File: src/rtl/sd_sector_reader_if.sv
// Signal bundle between the CMD17 sector reader, its user side and the SD SPI mux.
// The reader takes the slave modport; whoever drives requests and the card line takes master.
interface sd_sector_reader_if;
    logic        sd_init_done;
    logic        rd_start_en;
    logic [31:0] rd_sec_addr;
    logic        sd_miso;
    logic        rd_sd_cs;
    logic        rd_sd_mosi;
    logic        rd_busy;
    logic        rd_en;
    logic [15:0] rd_data;
    logic        rd_err;

    modport slave (
        input  sd_init_done, rd_start_en, rd_sec_addr, sd_miso,
        output rd_sd_cs, rd_sd_mosi, rd_busy, rd_en, rd_data, rd_err
    );

    modport master (
        output sd_init_done, rd_start_en, rd_sec_addr, sd_miso,
        input  rd_sd_cs, rd_sd_mosi, rd_busy, rd_en, rd_data, rd_err
    );
endinterface

File: src/rtl/sd_sector_reader.sv
// SPI-mode SD single-block read (CMD17): sends the command, checks R1, waits for the
// data token and streams the 512-byte sector out as 256 big-endian 16-bit words.
module sd_sector_reader #(
    parameter int         RESP_TIMEOUT  = 512,
    parameter int         TOKEN_TIMEOUT = 65536,
    parameter logic [7:0] CMD_CRC       = 8'hFF,
    parameter int         TAIL_CYCLES   = 8
) (
    input logic               clk_50m,
    input logic               reset,
    sd_sector_reader_if.slave bus
);
    localparam int RW = $clog2(RESP_TIMEOUT) + 1;
    localparam int TW = $clog2(TOKEN_TIMEOUT) + 1;
    localparam logic [RW-1:0] RESP_LAST  = RW'(RESP_TIMEOUT - 1);
    localparam logic [TW-1:0] TOKEN_LAST = TW'(TOKEN_TIMEOUT - 1);
    localparam logic [11:0]   TAIL_LAST  = 12'(TAIL_CYCLES - 1);

    typedef enum logic [2:0] {
        IDLE, SEND_CMD, WAIT_R1, RECV_R1, WAIT_TOKEN, RECV_DATA, RECV_CRC, TAIL
    } state_t;

    state_t        state_q, state_d;
    logic [11:0]   bit_cnt_q, bit_cnt_d;
    logic [RW-1:0] resp_cnt_q, resp_cnt_d;
    logic [TW-1:0] token_cnt_q, token_cnt_d;
    logic [47:0]   cmd_q, cmd_d;
    logic [14:0]   shift_q, shift_d;
    logic          cs_q, cs_d;
    logic          mosi_q, mosi_d;
    logic          busy_q, busy_d;
    logic          rd_en_q, rd_en_d;
    logic [15:0]   rd_data_q, rd_data_d;
    logic          err_q, err_d;
    logic          start_prev_q, start_prev_d;

    logic          start_edge;
    logic [15:0]   word_in;

    assign start_edge = bus.rd_start_en & ~start_prev_q;
    // Shift register plus the bit on MISO right now; low byte doubles as R1.
    assign word_in    = {shift_q, bus.sd_miso};

    always_comb begin
        state_d      = state_q;
        bit_cnt_d    = bit_cnt_q;
        resp_cnt_d   = resp_cnt_q;
        token_cnt_d  = token_cnt_q;
        cmd_d        = cmd_q;
        shift_d      = shift_q;
        cs_d         = cs_q;
        mosi_d       = mosi_q;
        busy_d       = busy_q;
        rd_en_d      = 1'b0;
        rd_data_d    = rd_data_q;
        err_d        = err_q;
        start_prev_d = bus.rd_start_en;

        case (state_q)
            IDLE: begin
                cs_d   = 1'b1;
                mosi_d = 1'b1;
                busy_d = 1'b0;
                if (start_edge && bus.sd_init_done) begin
                    state_d   = SEND_CMD;
                    cmd_d     = {8'h51, bus.rd_sec_addr, CMD_CRC};
                    bit_cnt_d = '0;
                    cs_d      = 1'b0;
                    mosi_d    = cmd_d[47];
                    busy_d    = 1'b1;
                    err_d     = 1'b0;
                end
            end

            SEND_CMD: begin
                if (bit_cnt_q == 12'd47) begin
                    state_d    = WAIT_R1;
                    mosi_d     = 1'b1;
                    resp_cnt_d = '0;
                end else begin
                    bit_cnt_d = bit_cnt_q + 12'd1;
                    cmd_d     = {cmd_q[46:0], 1'b1};
                    mosi_d    = cmd_q[46];
                end
            end

            WAIT_R1: begin
                if (!bus.sd_miso) begin
                    // This zero is R1 bit 7; seed the shifter with it.
                    state_d   = RECV_R1;
                    shift_d   = '0;
                    bit_cnt_d = '0;
                end else if (resp_cnt_q == RESP_LAST) begin
                    state_d   = TAIL;
                    err_d     = 1'b1;
                    cs_d      = 1'b1;
                    bit_cnt_d = '0;
                end else begin
                    resp_cnt_d = resp_cnt_q + RW'(1);
                end
            end

            RECV_R1: begin
                shift_d = word_in[14:0];
                if (bit_cnt_q == 12'd6) begin
                    if (word_in[7:0] != 8'h00) begin
                        state_d   = TAIL;
                        err_d     = 1'b1;
                        cs_d      = 1'b1;
                        bit_cnt_d = '0;
                    end else begin
                        state_d     = WAIT_TOKEN;
                        token_cnt_d = '0;
                    end
                end else begin
                    bit_cnt_d = bit_cnt_q + 12'd1;
                end
            end

            WAIT_TOKEN: begin
                if (!bus.sd_miso) begin
                    state_d   = RECV_DATA;
                    bit_cnt_d = '0;
                end else if (token_cnt_q == TOKEN_LAST) begin
                    state_d   = TAIL;
                    err_d     = 1'b1;
                    cs_d      = 1'b1;
                    bit_cnt_d = '0;
                end else begin
                    token_cnt_d = token_cnt_q + TW'(1);
                end
            end

            RECV_DATA: begin
                shift_d   = word_in[14:0];
                bit_cnt_d = bit_cnt_q + 12'd1;
                if (bit_cnt_q[3:0] == 4'hF) begin
                    rd_data_d = word_in;
                    rd_en_d   = 1'b1;
                end
                if (bit_cnt_q == 12'hFFF) begin
                    state_d   = RECV_CRC;
                    bit_cnt_d = '0;
                end
            end

            RECV_CRC: begin
                if (bit_cnt_q == 12'd15) begin
                    state_d   = TAIL;
                    cs_d      = 1'b1;
                    bit_cnt_d = '0;
                end else begin
                    bit_cnt_d = bit_cnt_q + 12'd1;
                end
            end

            TAIL: begin
                cs_d   = 1'b1;
                mosi_d = 1'b1;
                if (bit_cnt_q == TAIL_LAST) begin
                    state_d = IDLE;
                    busy_d  = 1'b0;
                end else begin
                    bit_cnt_d = bit_cnt_q + 12'd1;
                end
            end

            default: begin
                state_d = IDLE;
                cs_d    = 1'b1;
                mosi_d  = 1'b1;
                busy_d  = 1'b0;
            end
        endcase
    end

    always_ff @(posedge clk_50m) begin
        if (reset) begin
            state_q      <= IDLE;
            bit_cnt_q    <= '0;
            resp_cnt_q   <= '0;
            token_cnt_q  <= '0;
            cmd_q        <= '0;
            shift_q      <= '0;
            cs_q         <= 1'b1;
            mosi_q       <= 1'b1;
            busy_q       <= 1'b0;
            rd_en_q      <= 1'b0;
            rd_data_q    <= '0;
            err_q        <= 1'b0;
            start_prev_q <= 1'b0;
        end else begin
            state_q      <= state_d;
            bit_cnt_q    <= bit_cnt_d;
            resp_cnt_q   <= resp_cnt_d;
            token_cnt_q  <= token_cnt_d;
            cmd_q        <= cmd_d;
            shift_q      <= shift_d;
            cs_q         <= cs_d;
            mosi_q       <= mosi_d;
            busy_q       <= busy_d;
            rd_en_q      <= rd_en_d;
            rd_data_q    <= rd_data_d;
            err_q        <= err_d;
            start_prev_q <= start_prev_d;
        end
    end

    assign bus.rd_sd_cs   = cs_q;
    assign bus.rd_sd_mosi = mosi_q;
    assign bus.rd_busy    = busy_q;
    assign bus.rd_en      = rd_en_q;
    assign bus.rd_data    = rd_data_q;
    assign bus.rd_err     = err_q;
endmodule

File: src/flat_wrapper.sv
// flat-port wrapper written by rule: the top's interface ports become plain ports
module sd_sector_reader_flat 
#(
    parameter int         RESP_TIMEOUT  = 512,
    parameter int         TOKEN_TIMEOUT = 65536,
    parameter logic [7:0] CMD_CRC       = 8'hFF,
    parameter int         TAIL_CYCLES   = 8
)
  (clk_50m, reset, bus_sd_init_done, bus_rd_start_en, bus_rd_sec_addr, bus_sd_miso, bus_rd_sd_cs, bus_rd_sd_mosi, bus_rd_busy, bus_rd_en, bus_rd_data, bus_rd_err);
  sd_sector_reader_if bus_i ();
  input logic clk_50m;
  input logic reset;
  input wire logic [$bits(bus_i.sd_init_done)-1:0] bus_sd_init_done;
  input wire logic [$bits(bus_i.rd_start_en)-1:0] bus_rd_start_en;
  input wire logic [$bits(bus_i.rd_sec_addr)-1:0] bus_rd_sec_addr;
  input wire logic [$bits(bus_i.sd_miso)-1:0] bus_sd_miso;
  output wire logic [$bits(bus_i.rd_sd_cs)-1:0] bus_rd_sd_cs;
  output wire logic [$bits(bus_i.rd_sd_mosi)-1:0] bus_rd_sd_mosi;
  output wire logic [$bits(bus_i.rd_busy)-1:0] bus_rd_busy;
  output wire logic [$bits(bus_i.rd_en)-1:0] bus_rd_en;
  output wire logic [$bits(bus_i.rd_data)-1:0] bus_rd_data;
  output wire logic [$bits(bus_i.rd_err)-1:0] bus_rd_err;
  assign bus_i.sd_init_done = bus_sd_init_done;
  assign bus_i.rd_start_en = bus_rd_start_en;
  assign bus_i.rd_sec_addr = bus_rd_sec_addr;
  assign bus_i.sd_miso = bus_sd_miso;
  assign bus_rd_sd_cs = bus_i.rd_sd_cs;
  assign bus_rd_sd_mosi = bus_i.rd_sd_mosi;
  assign bus_rd_busy = bus_i.rd_busy;
  assign bus_rd_en = bus_i.rd_en;
  assign bus_rd_data = bus_i.rd_data;
  assign bus_rd_err = bus_i.rd_err;
  sd_sector_reader #(.RESP_TIMEOUT(RESP_TIMEOUT), .TOKEN_TIMEOUT(TOKEN_TIMEOUT), .CMD_CRC(CMD_CRC), .TAIL_CYCLES(TAIL_CYCLES)) u_core (.clk_50m(clk_50m), .reset(reset), .bus(bus_i));
endmodule
File: config.mk
export PLATFORM = sky130hd
export DESIGN_NAME = sd_sector_reader_flat
export DESIGN_NICKNAME = d
export VERILOG_FILES = /design/src/rtl/sd_sector_reader_if.sv /design/src/rtl/sd_sector_reader.sv /design/src/flat_wrapper.sv
export SDC_FILE = /design/constraint.sdc
export NUM_CORES = 1
export LEC_CHECK = 0
export BUFFER_PORTS_ARGS = -buffer_cell sky130_fd_sc_hd__buf_4
export CORE_UTILIZATION = 40
export DETAILED_ROUTE_END_ITERATION = 7
export PLACE_DENSITY = 0.64
export SETUP_SLACK_MARGIN = 0.15
export SLEW_MARGIN = 20
export SYNTH_ARGS = -nofsm -noshare
export SYNTH_HDL_FRONTEND = slang
export SYNTH_SLANG_ARGS = --single-unit
export TNS_END_PERCENT = 50
File: constraint.sdc
create_clock -name clk_50m -period 6.9 [get_ports clk_50m]
set_input_delay 0.345 -clock clk_50m [delete_from_list [all_inputs] [get_ports clk_50m]]
set_output_delay 0.345 -clock clk_50m [all_outputs]
set_load 0.05 [all_outputs]
==> impl_metrics.ini, run 1 <==
[outcome]
outcome = completed

[synthesis]
synth.distinct_cells = 64
yosysWarnings = 0
synth_ff_type = dfxtp_1
async_flop_share_pct = 0
ys_ff_latch = 126
syn-num-nets = 746
syn_inst = 704
synth.yosys.seq_area_share_pct = 43.2
synthTopCellsByArea = dfxtp_1 (43%), nand2_1 (8.0%), a311oi_1 (4.8%)
yosysTopAreaCell = dfxtp_1
synth_area_sq_um = 5840
synth_edf_count = 0
avgSynthCellArea_sq_um = 8.29
synth_top_area_share_pct = 43.2

[power]
powerDensity_nw_per_um2 = 368
irDropWorstVdd_uv = 209
p_leak_uw = 0.00244

[global_route]
grt_max_degree = 92
grt_pass1_vias = 5101
overflow = 0
grt_usage_pct = 19.9
antenna_found_initial = 0
grt_pass1_wl_um = 23900

[clocking]
clock-sinks = 126
tritoncts = done
cts.clk_slew.worst_paths_ns = 0.06
max-clock-path-buffers = 2
cts_made_buffers = 17
cts_hold_buffers = 0
post-cts-setup-buffers = 0
cts_root_buffer = clkbuf_16
cts_resized = 0
cts_htree_levels = 4
insertion_delay_ns = 0.41

[layout]
area_delta_synth_final_pct = 18.1
n_antenna_cell = 0
fin_area_sq_um = 6900
fin_cells = 925
fin_nets = 775
layout_common_cells = dfxtp_1 (126), nand2_1 (125), nor2_1 (71), buf_4 (62), a21oi_1 (45)
fill_cells = 1342
drive_above_1_share_pct = 14.9
final_common_cell = dfxtp_1

[detailed_routing]
dr.pass1.iters = 4
viasPerCell = 5.80
wl_per_cell_um = 15.1
vias = 5365
drt_iter0_markers = 385
drc = 0
ant_nets = 0
postRouteWirelength_um = 14000

[placement]
place_inst = 894
io_buffers = 57
gp_congestion = 0.816
dp_hpwl_um = 9040
placed_area_sq_um = 6330

[timing]
rsz0062_at_grt = false
drv_slew = 0
tightestPinTransition_ns = 1.06
period_share_pct = 52.9
timing.fmax_mhz = 274
min_period_ns = 3.65
skew_ns = 0.00813
max_slew_margin_pct = 29.1
hold_viol_final = 0
finalSetupTns_ns = 0
finalSetupViolCount = 0

[worst_hold_path]
worstHoldPathCells = 2
worstHoldEndpoint = u_core.start_prev_q
hold_path_class = input port to flip-flop
min_from = bus_rd_start_en

[die]
die_x_um = 123
ios = 58
die_area_sq_um = 15100
die_h_um = 123
core_area_sq_um = 14000
initial_utilization_pct = 41.6
placementRows = 43

[worst_setup_path]
rr_startpoint = u_core.token_cnt_q[3]
arrival_ns = 3.96
cp_max_fo = 14
r2r_slack_ns = 3.25
critPathLaunchType = flip-flop
reg2reg_to = u_core.bit_cnt_q[1]
rr_worst_depth = 10
required_ns = 7.21
cp-end-kind = flip-flop
critPathKind = flip-flop to flip-flop

[flow_run]
max_cap_violations = 0
per-stage QoR:
step                      total power [uW]  hold WS (ns)  util, %  worst slack [ns]
final                                 2540         0.159     49.1              3.25
after global routing                  2690         0.148     49.1              2.94
after CTS                             2560         0.144     49.1              3.34
after detailed placement              1700         0.450     45.1              3.38
after global placement                1670         0.447     45.1              3.56
after floorplan                       1530         0.432        -              4.09
cell families (layout without fill, tap and decap cells):
family	count (synthesis)	after routing	synth area share, %
simple gates	329	329	27.9
compound gates	169	169	21.8
flops	126	126	43.2
buf+inv	64	105	4.37
xor+xnor	9	9	1.35
fa+ha+maj	5	5	1.07
mux	2	2	0.343
state kept, by name (all words and copies together), names as in the netlist:
register,cells
u_core.cmd_q,47
u_core.token_cnt_q,17
u_core.bus.rd_data,16
u_core.shift_q,15
u_core.bit_cnt_q,12
u_core.resp_cnt_q,10
u_core.state_q,3
u_core.bus.rd_busy,1
u_core.bus.rd_en,1
u_core.bus.rd_err,1
u_core.bus.rd_sd_cs,1
u_core.bus.rd_sd_mosi,1
u_core.start_prev_q,1
area by class of cell:
type                    count  area, sq um  area share (%)
clock buffers              19          443            6.42
repair buffers             62          465            6.75
clock inverters            12          121            1.76
inverters                  12         45.0           0.653
flip-flops and latches    126         2520            36.6
multi-input cells         514         3070            44.6
well taps                 180          225            3.27
worst max-delay path, stage by stage (launching register included):
cell	delay (ns)
dfxtp_1	0.42
nand4_1	0.19
nor4_1	0.64
nand4_1	0.27
nor2_1	0.17
ha_1	0.18
or4b_1	0.14
o21ai_0	0.13
and3_1	0.40
or4b_1	0.72
o32ai_1	0.30
metal layers:
layer | share of wire, % | track usage, % | vias to the layer above | wire (um)
met5 | 0 | 0 | - | 0
met4 | 0.99 | 5.95 | 0 | 138
met3 | 3.4 | 5.34 | 8 | 476
met2 | 49 | 32.7 | 87 | 6790
met1 | 47 | 25.3 | 2604 | 6550
li1 | - | - | 2666 | -
cell usage after synthesis (all sizes together), types with 4 or more instances:
| master | count |
|---|---|
| inv | 11 |
| or3 | 9 |
| nor3b | 4 |
| o211ai | 6 |
| and4 | 4 |
| dfxtp | 126 |
| a22oi | 18 |
| nor3 | 9 |
| o221a | 11 |
| and2 | 4 |
| ha | 5 |
| buf | 11 |
| nand3 | 26 |
| o21ai | 8 |
| nand2 | 125 |
| nor2 | 72 |
| a311oi | 32 |
| nor2b | 8 |
| or4 | 18 |
| and3 | 7 |
| nor4 | 10 |
| nand3b | 4 |
| o31ai | 19 |
| xnor2 | 9 |
| clkbuf | 41 |
| nand4 | 12 |
| a21oi | 45 |
where the power goes:
part           total [uW]  internal, uW  switching [uW]
registers             972           870             101
logic                 716           256             460
clock network         851           534             316
worst max path at each step:
stage / from / end / slack [ns] / depth (start not counted)
2_1_floorplan: u_core.token_cnt_q[3] / u_core.bit_cnt_q[1] / 4.09 / 11
3_3_place_gp: u_core.token_cnt_q[3] / u_core.bit_cnt_q[1] / 3.56 / 10
3_5_place_dp: u_core.token_cnt_q[3] / u_core.bit_cnt_q[1] / 3.38 / 10
4_1_cts: u_core.token_cnt_q[3] / u_core.bit_cnt_q[1] / 3.34 / 10
5_1_grt: u_core.token_cnt_q[3] / u_core.bit_cnt_q[1] / 2.94 / 10
6_report: u_core.token_cnt_q[3] / u_core.bit_cnt_q[1] / 3.25 / 10
(Power assumes the default switching activity.)
==> run 2, diff against run 1 <==
clock period = 3.6 ns   (was 6.9 ns; I/O delays follow)
==> impl_metrics.ini, run 2 (synthesized netlist as in run 1, its figures left out) <==
[outcome]
outcome = completed

[detailed_routing]
wl_per_cell_um = 14.9
dr.pass1.iters = 4
postRouteWirelength_um = 13900
drt_iter0_markers = 415
drc = 0
vias = 5372
viasPerCell = 5.76
ant_nets = 0

[layout]
fin_nets = 783
area_delta_synth_final_pct = 20.6
layout_common_cells = dfxtp_1 (126), nand2_1 (125), nor2_1 (72), buf_4 (69), a21oi_1 (45)
largest_reg_flops = 47
fin_area_sq_um = 7040
largest_register = u_core.cmd_q
final_common_cell = dfxtp_1
n_antenna_cell = 0
drive_above_1_share_pct = 15.4

[timing]
hold_viol_final = 0
min_period_ns = 3.10
rsz0062_at_grt = false
fin_ws_ns = 0.498
finalSetupTns_ns = 0
max_slew_margin_pct = 27.6
skew_ns = 0.0100
timing.fmax_mhz = 322
drv_slew = 0
period_share_pct = 86.2
tightestPinTransition_ns = 1.08
finalSetupViolCount = 0

[die]
die_x_um = 123
ios = 58
initial_utilization_pct = 41.6
core_area_sq_um = 14000
placementRows = 43
die_area_sq_um = 15100
die_h_um = 123

[clocking]
clock-sinks = 126
cts_made_buffers = 17
insertion_delay_ns = 0.42
cts_htree_levels = 4
cts_resized = 0
tritoncts = done
cts_hold_buffers = 1
post-cts-setup-buffers = 0
max-clock-path-buffers = 2
cts_root_buffer = clkbuf_16
cts.clk_slew.worst_paths_ns = 0.06

[power]
irDropWorstVdd_uv = 385
totalPowerFinal_uw = 5140
powerDensity_nw_per_um2 = 730
p_leak_uw = 0.00252

[placement]
io_buffers = 57
gp_congestion = 0.818
dp_hpwl_um = 9170
place_ws_ns = 0.538
placed_area_sq_um = 6380

[worst_setup_path]
arrival_ns = 3.42
cp-end-kind = flip-flop
cp_max_fo = 8
critPathLaunchType = flip-flop
critPathKind = flip-flop to flip-flop
required_ns = 3.92

[global_route]
grt_usage_pct = 19.5
grt_pass1_vias = 5016
grt_pass1_wl_um = 23400
overflow = 0
grt_max_degree = 91
antenna_found_initial = 0

[flow_run]
max_cap_violations = 0

[worst_hold_path]
hold_path_class = input port to flip-flop
## run 2: cell type report
| class | instances | area (sq um) |
|---|---|---|
| Fill cell | 1342 | 7000 |
| Clock inverter | 10 | 184 |
| Sequential cell | 126 | 2520 |
| Timing Repair Buffer | 70 | 528 |
| Tap cell | 180 | 225 |
| Multi-Input combinational cell | 514 | 3070 |
| Clock buffer | 21 | 470 |
| Inverter | 12 | 45.0 |
## run 2: through the flow
stage	std cells	hold WS [ns]	util, %
floorplan	704	0.308	-
global placement	901	0.404	45.4
detailed placement	901	0.411	45.4
CTS	933	0.0145	50.2
global route	933	0.0254	50.2
finish	933	0.0293	50.2
## run 2: layer usage
metal / global-route usage (%) / vias up / wire length (um)
met2: 32.2 / 129 / 6740
met5: 0 / - / 0
met3: 4.74 / 19 / 682
met1: 24.6 / 2544 / 6320
met4: 7.16 / 0 / 161
li1: - / 2680 / -
## run 2: final timing paths
path | slack [ns] | cells after the start | start | endpoint
worst max-delay path | 0.50 | 11 | u_core.token_cnt_q[3] | u_core.bit_cnt_q[1]
worst min-delay path | 0.03 | 3 | bus_rd_sec_addr[15] | u_core.cmd_q[23]
worst max register to register | 0.50 | 11 | u_core.token_cnt_q[3] | u_core.bit_cnt_q[1]
worst min register to register | 0.45 | 2 | u_core.bus.rd_data[8] | u_core.bus.rd_data[8]
## run 2: worst max-delay path, stage by stage, from the launching register on
cell and delay, ns:
dfxtp_1 0.42, nand4_1 0.19, nor4_1 0.25, buf_4 0.19, nand4_1 0.15, nor2_1 0.16
ha_1 0.18, or4b_1 0.13, o21ai_0 0.13, and3_1 0.25, or4b_1 0.69, o32ai_1 0.28
## run 2: where the power goes
group	internal (uW)	switching (uW)	total, uW	leakage (uW)
Clock	1280	614	1890	0.000316
Combinational	507	891	1400	0.00118
Sequential	1670	182	1850	0.00103
Total	3450	1690	5140	0.00252
==> run 3, diff against run 2 <==
CELL_PAD_IN_SITES_DETAIL_PLACEMENT = 1   (was not set)
CELL_PAD_IN_SITES_GLOBAL_PLACEMENT = 1   (was not set)
PLACE_DENSITY = 0.79   (was 0.64)
==> impl_metrics.ini, run 3 (synthesized netlist as in run 1, its figures left out) <==
[outcome]
outcome = completed

[global_route]
antenna_found_initial = 0
grt_pass1_wl_um = 26900
grt_usage_pct = 22.8
grt_max_degree = 91
overflow = 0
grt_pass1_vias = 5525

[worst_setup_path]
r2r_slack_ns = 0.40
arrival_ns = 3.50
crit_family = simple AND/OR/NAND/NOR gates
cpPeakStageDelay_ns = 0.68
cp-end-kind = flip-flop
slowest_stage = or4b_1
cp-startpoint = u_core.token_cnt_q[3]
reg2reg_to = u_core.bit_cnt_q[1]
rr_worst_depth = 11
critPathLaunchType = flip-flop
rr_startpoint = u_core.token_cnt_q[3]
critPathKind = flip-flop to flip-flop
critPathBufInv = 1
crit_chain = nand4_1, nor4_1, buf_4, nand4_1, nor2_1, ha_1, or4b_1, o21ai_0, and3_1, or4b_1, o32ai_1
required_ns = 3.90
cp_max_fo = 8

[layout]
largest_reg_flops = 47
fin_cells = 934
n_antenna_cell = 0
area_delta_synth_final_pct = 20.0
largest_register = u_core.cmd_q
fin_nets = 784
final_common_cell = dfxtp_1
fill_cells = 1649
layout_common_cells = dfxtp_1 (126), nand2_1 (125), nor2_1 (72), buf_4 (69), a21oi_1 (45)
drive_above_1_share_pct = 15.4

[die]
die_x_um = 123
die_h_um = 123
placementRows = 43
core_area_sq_um = 14000
ios = 58
die_area_sq_um = 15100
initial_utilization_pct = 41.6

[timing]
skew_ns = 0.00809
max_slew_margin_pct = 37.2
finalSetupTns_ns = 0
tightestPinTransition_ns = 0.941
rsz0062_at_grt = false
drv_slew = 0
min_period_ns = 3.20
timing.fmax_mhz = 312
period_share_pct = 88.9
finalSetupViolCount = 0
hold_viol_final = 0
fin_ws_ns = 0.399

[placement]
gp_congestion = 0.817
place_inst = 902
io_buffers = 57
place_ws_ns = 0.458
dp_hpwl_um = 10400

[detailed_routing]
drc = 0
vias = 5453
drt_iter0_markers = 284
wl_per_cell_um = 16.9
postRouteWirelength_um = 15800
ant_nets = 0
dr.pass1.iters = 5
viasPerCell = 5.84

[clocking]
cts_htree_levels = 4
max-clock-path-buffers = 2
cts_resized = 0
cts_made_buffers = 17
cts.clk_slew.worst_paths_ns = 0.06
insertion_delay_ns = 0.42
post-cts-setup-buffers = 0
cts_root_buffer = clkbuf_16
clock-sinks = 126
tritoncts = done

[power]
p_leak_uw = 0.00251
powerDensity_nw_per_um2 = 723
power.switching_uw = 1750
combPwrFrac_pct = 28.8
irDropWorstVdd_uv = 357
swShare_pct = 34.5
p_clk_share_pct = 34.3
p_int_uw = 3320
seqPwrFrac_pct = 36.8

[worst_hold_path]
worstHoldPathCells = 3
worstHoldEndpoint = u_core.cmd_q[34]
min_from = bus_rd_sec_addr[26]
hold_path_class = input port to flip-flop

[flow_run]
max_cap_violations = 0
==> run 3: cell count changes in the layout (fill, tap and decap cells not counted), sizes merged <==
| cell | change |
|---|---|
| clkinv | +2 |
| bufinv | -2 |
| buf | +1 |
==> run 3: power by group through the flow <==
stage	Sequential, uW	Clock [uW]	Combinational (uW)
2_1_floorplan	1870	0	1060
3_3_place_gp	1870	0	1400
3_5_place_dp	1890	0	1460
4_1_cts	1870	1770	1470
5_1_grt	1910	1830	1620
6_report	1870	1740	1460
==> run 3: through the flow <==
step | total power, uW | instance area, sq um | util (%) | hold WS [ns]
finish | 5070 | 7010 | 49.9 | 0.0377
global route | 5350 | 7010 | 49.9 | 0.0349
CTS | 5110 | 7010 | 49.9 | 0.0230
detailed placement | 3350 | 6400 | 45.6 | 0.414
global placement | 3270 | 6400 | 45.6 | 0.401
floorplan | 2930 | 5840 | - | 0.308
==> run 3: worst max path at each step <==
stage / depth (start not counted) / end / slack [ns]
finish: 11 / u_core.bit_cnt_q[1] / 0.40
global route: 11 / u_core.bit_cnt_q[1] / 0.22
CTS: 11 / u_core.bit_cnt_q[1] / 0.41
detailed placement: 11 / u_core.bit_cnt_q[1] / 0.46
global placement: 11 / u_core.bit_cnt_q[1] / 0.69
floorplan: 11 / u_core.bit_cnt_q[1] / 0.79
==> run 3: metal layers <==
metal	GRT usage, %	vias up	wire length, um
met5	0	-	0
met3	5.02	22	572
met2	38.7	101	8040
li1	-	2675	-
met1	27.7	2655	6940
met4	9.22	0	279
==> run 3: area by class of cell <==
cell class                      count  area [sq um]  share of cell area [%]
Timing Repair Buffer               71           548                    7.82
Clock buffer                       21           460                    6.57
Tap cell                          180           225                    3.21
Clock inverter                     10           138                    1.96
Inverter                           12          45.0                   0.643
Multi-Input combinational cell    514          3070                    43.8
Sequential cell                   126          2520                    36.0
==> run 3: what timing repair did <==
item                                    CTS  global route
endpoints found under the setup margin    0             0
hold endpoints to repair                  1             0
hold buffers                              1             0
==> run 3: worst register-to-register path, stage by stage (launching register included) <==
cell	delay [ns]
dfxtp_1	0.43
nand4_1	0.24
nor4_1	0.23
buf_4	0.18
nand4_1	0.14
nor2_1	0.15
ha_1	0.17
or4b_1	0.12
o21ai_0	0.13
and3_1	0.25
or4b_1	0.68
o32ai_1	0.35
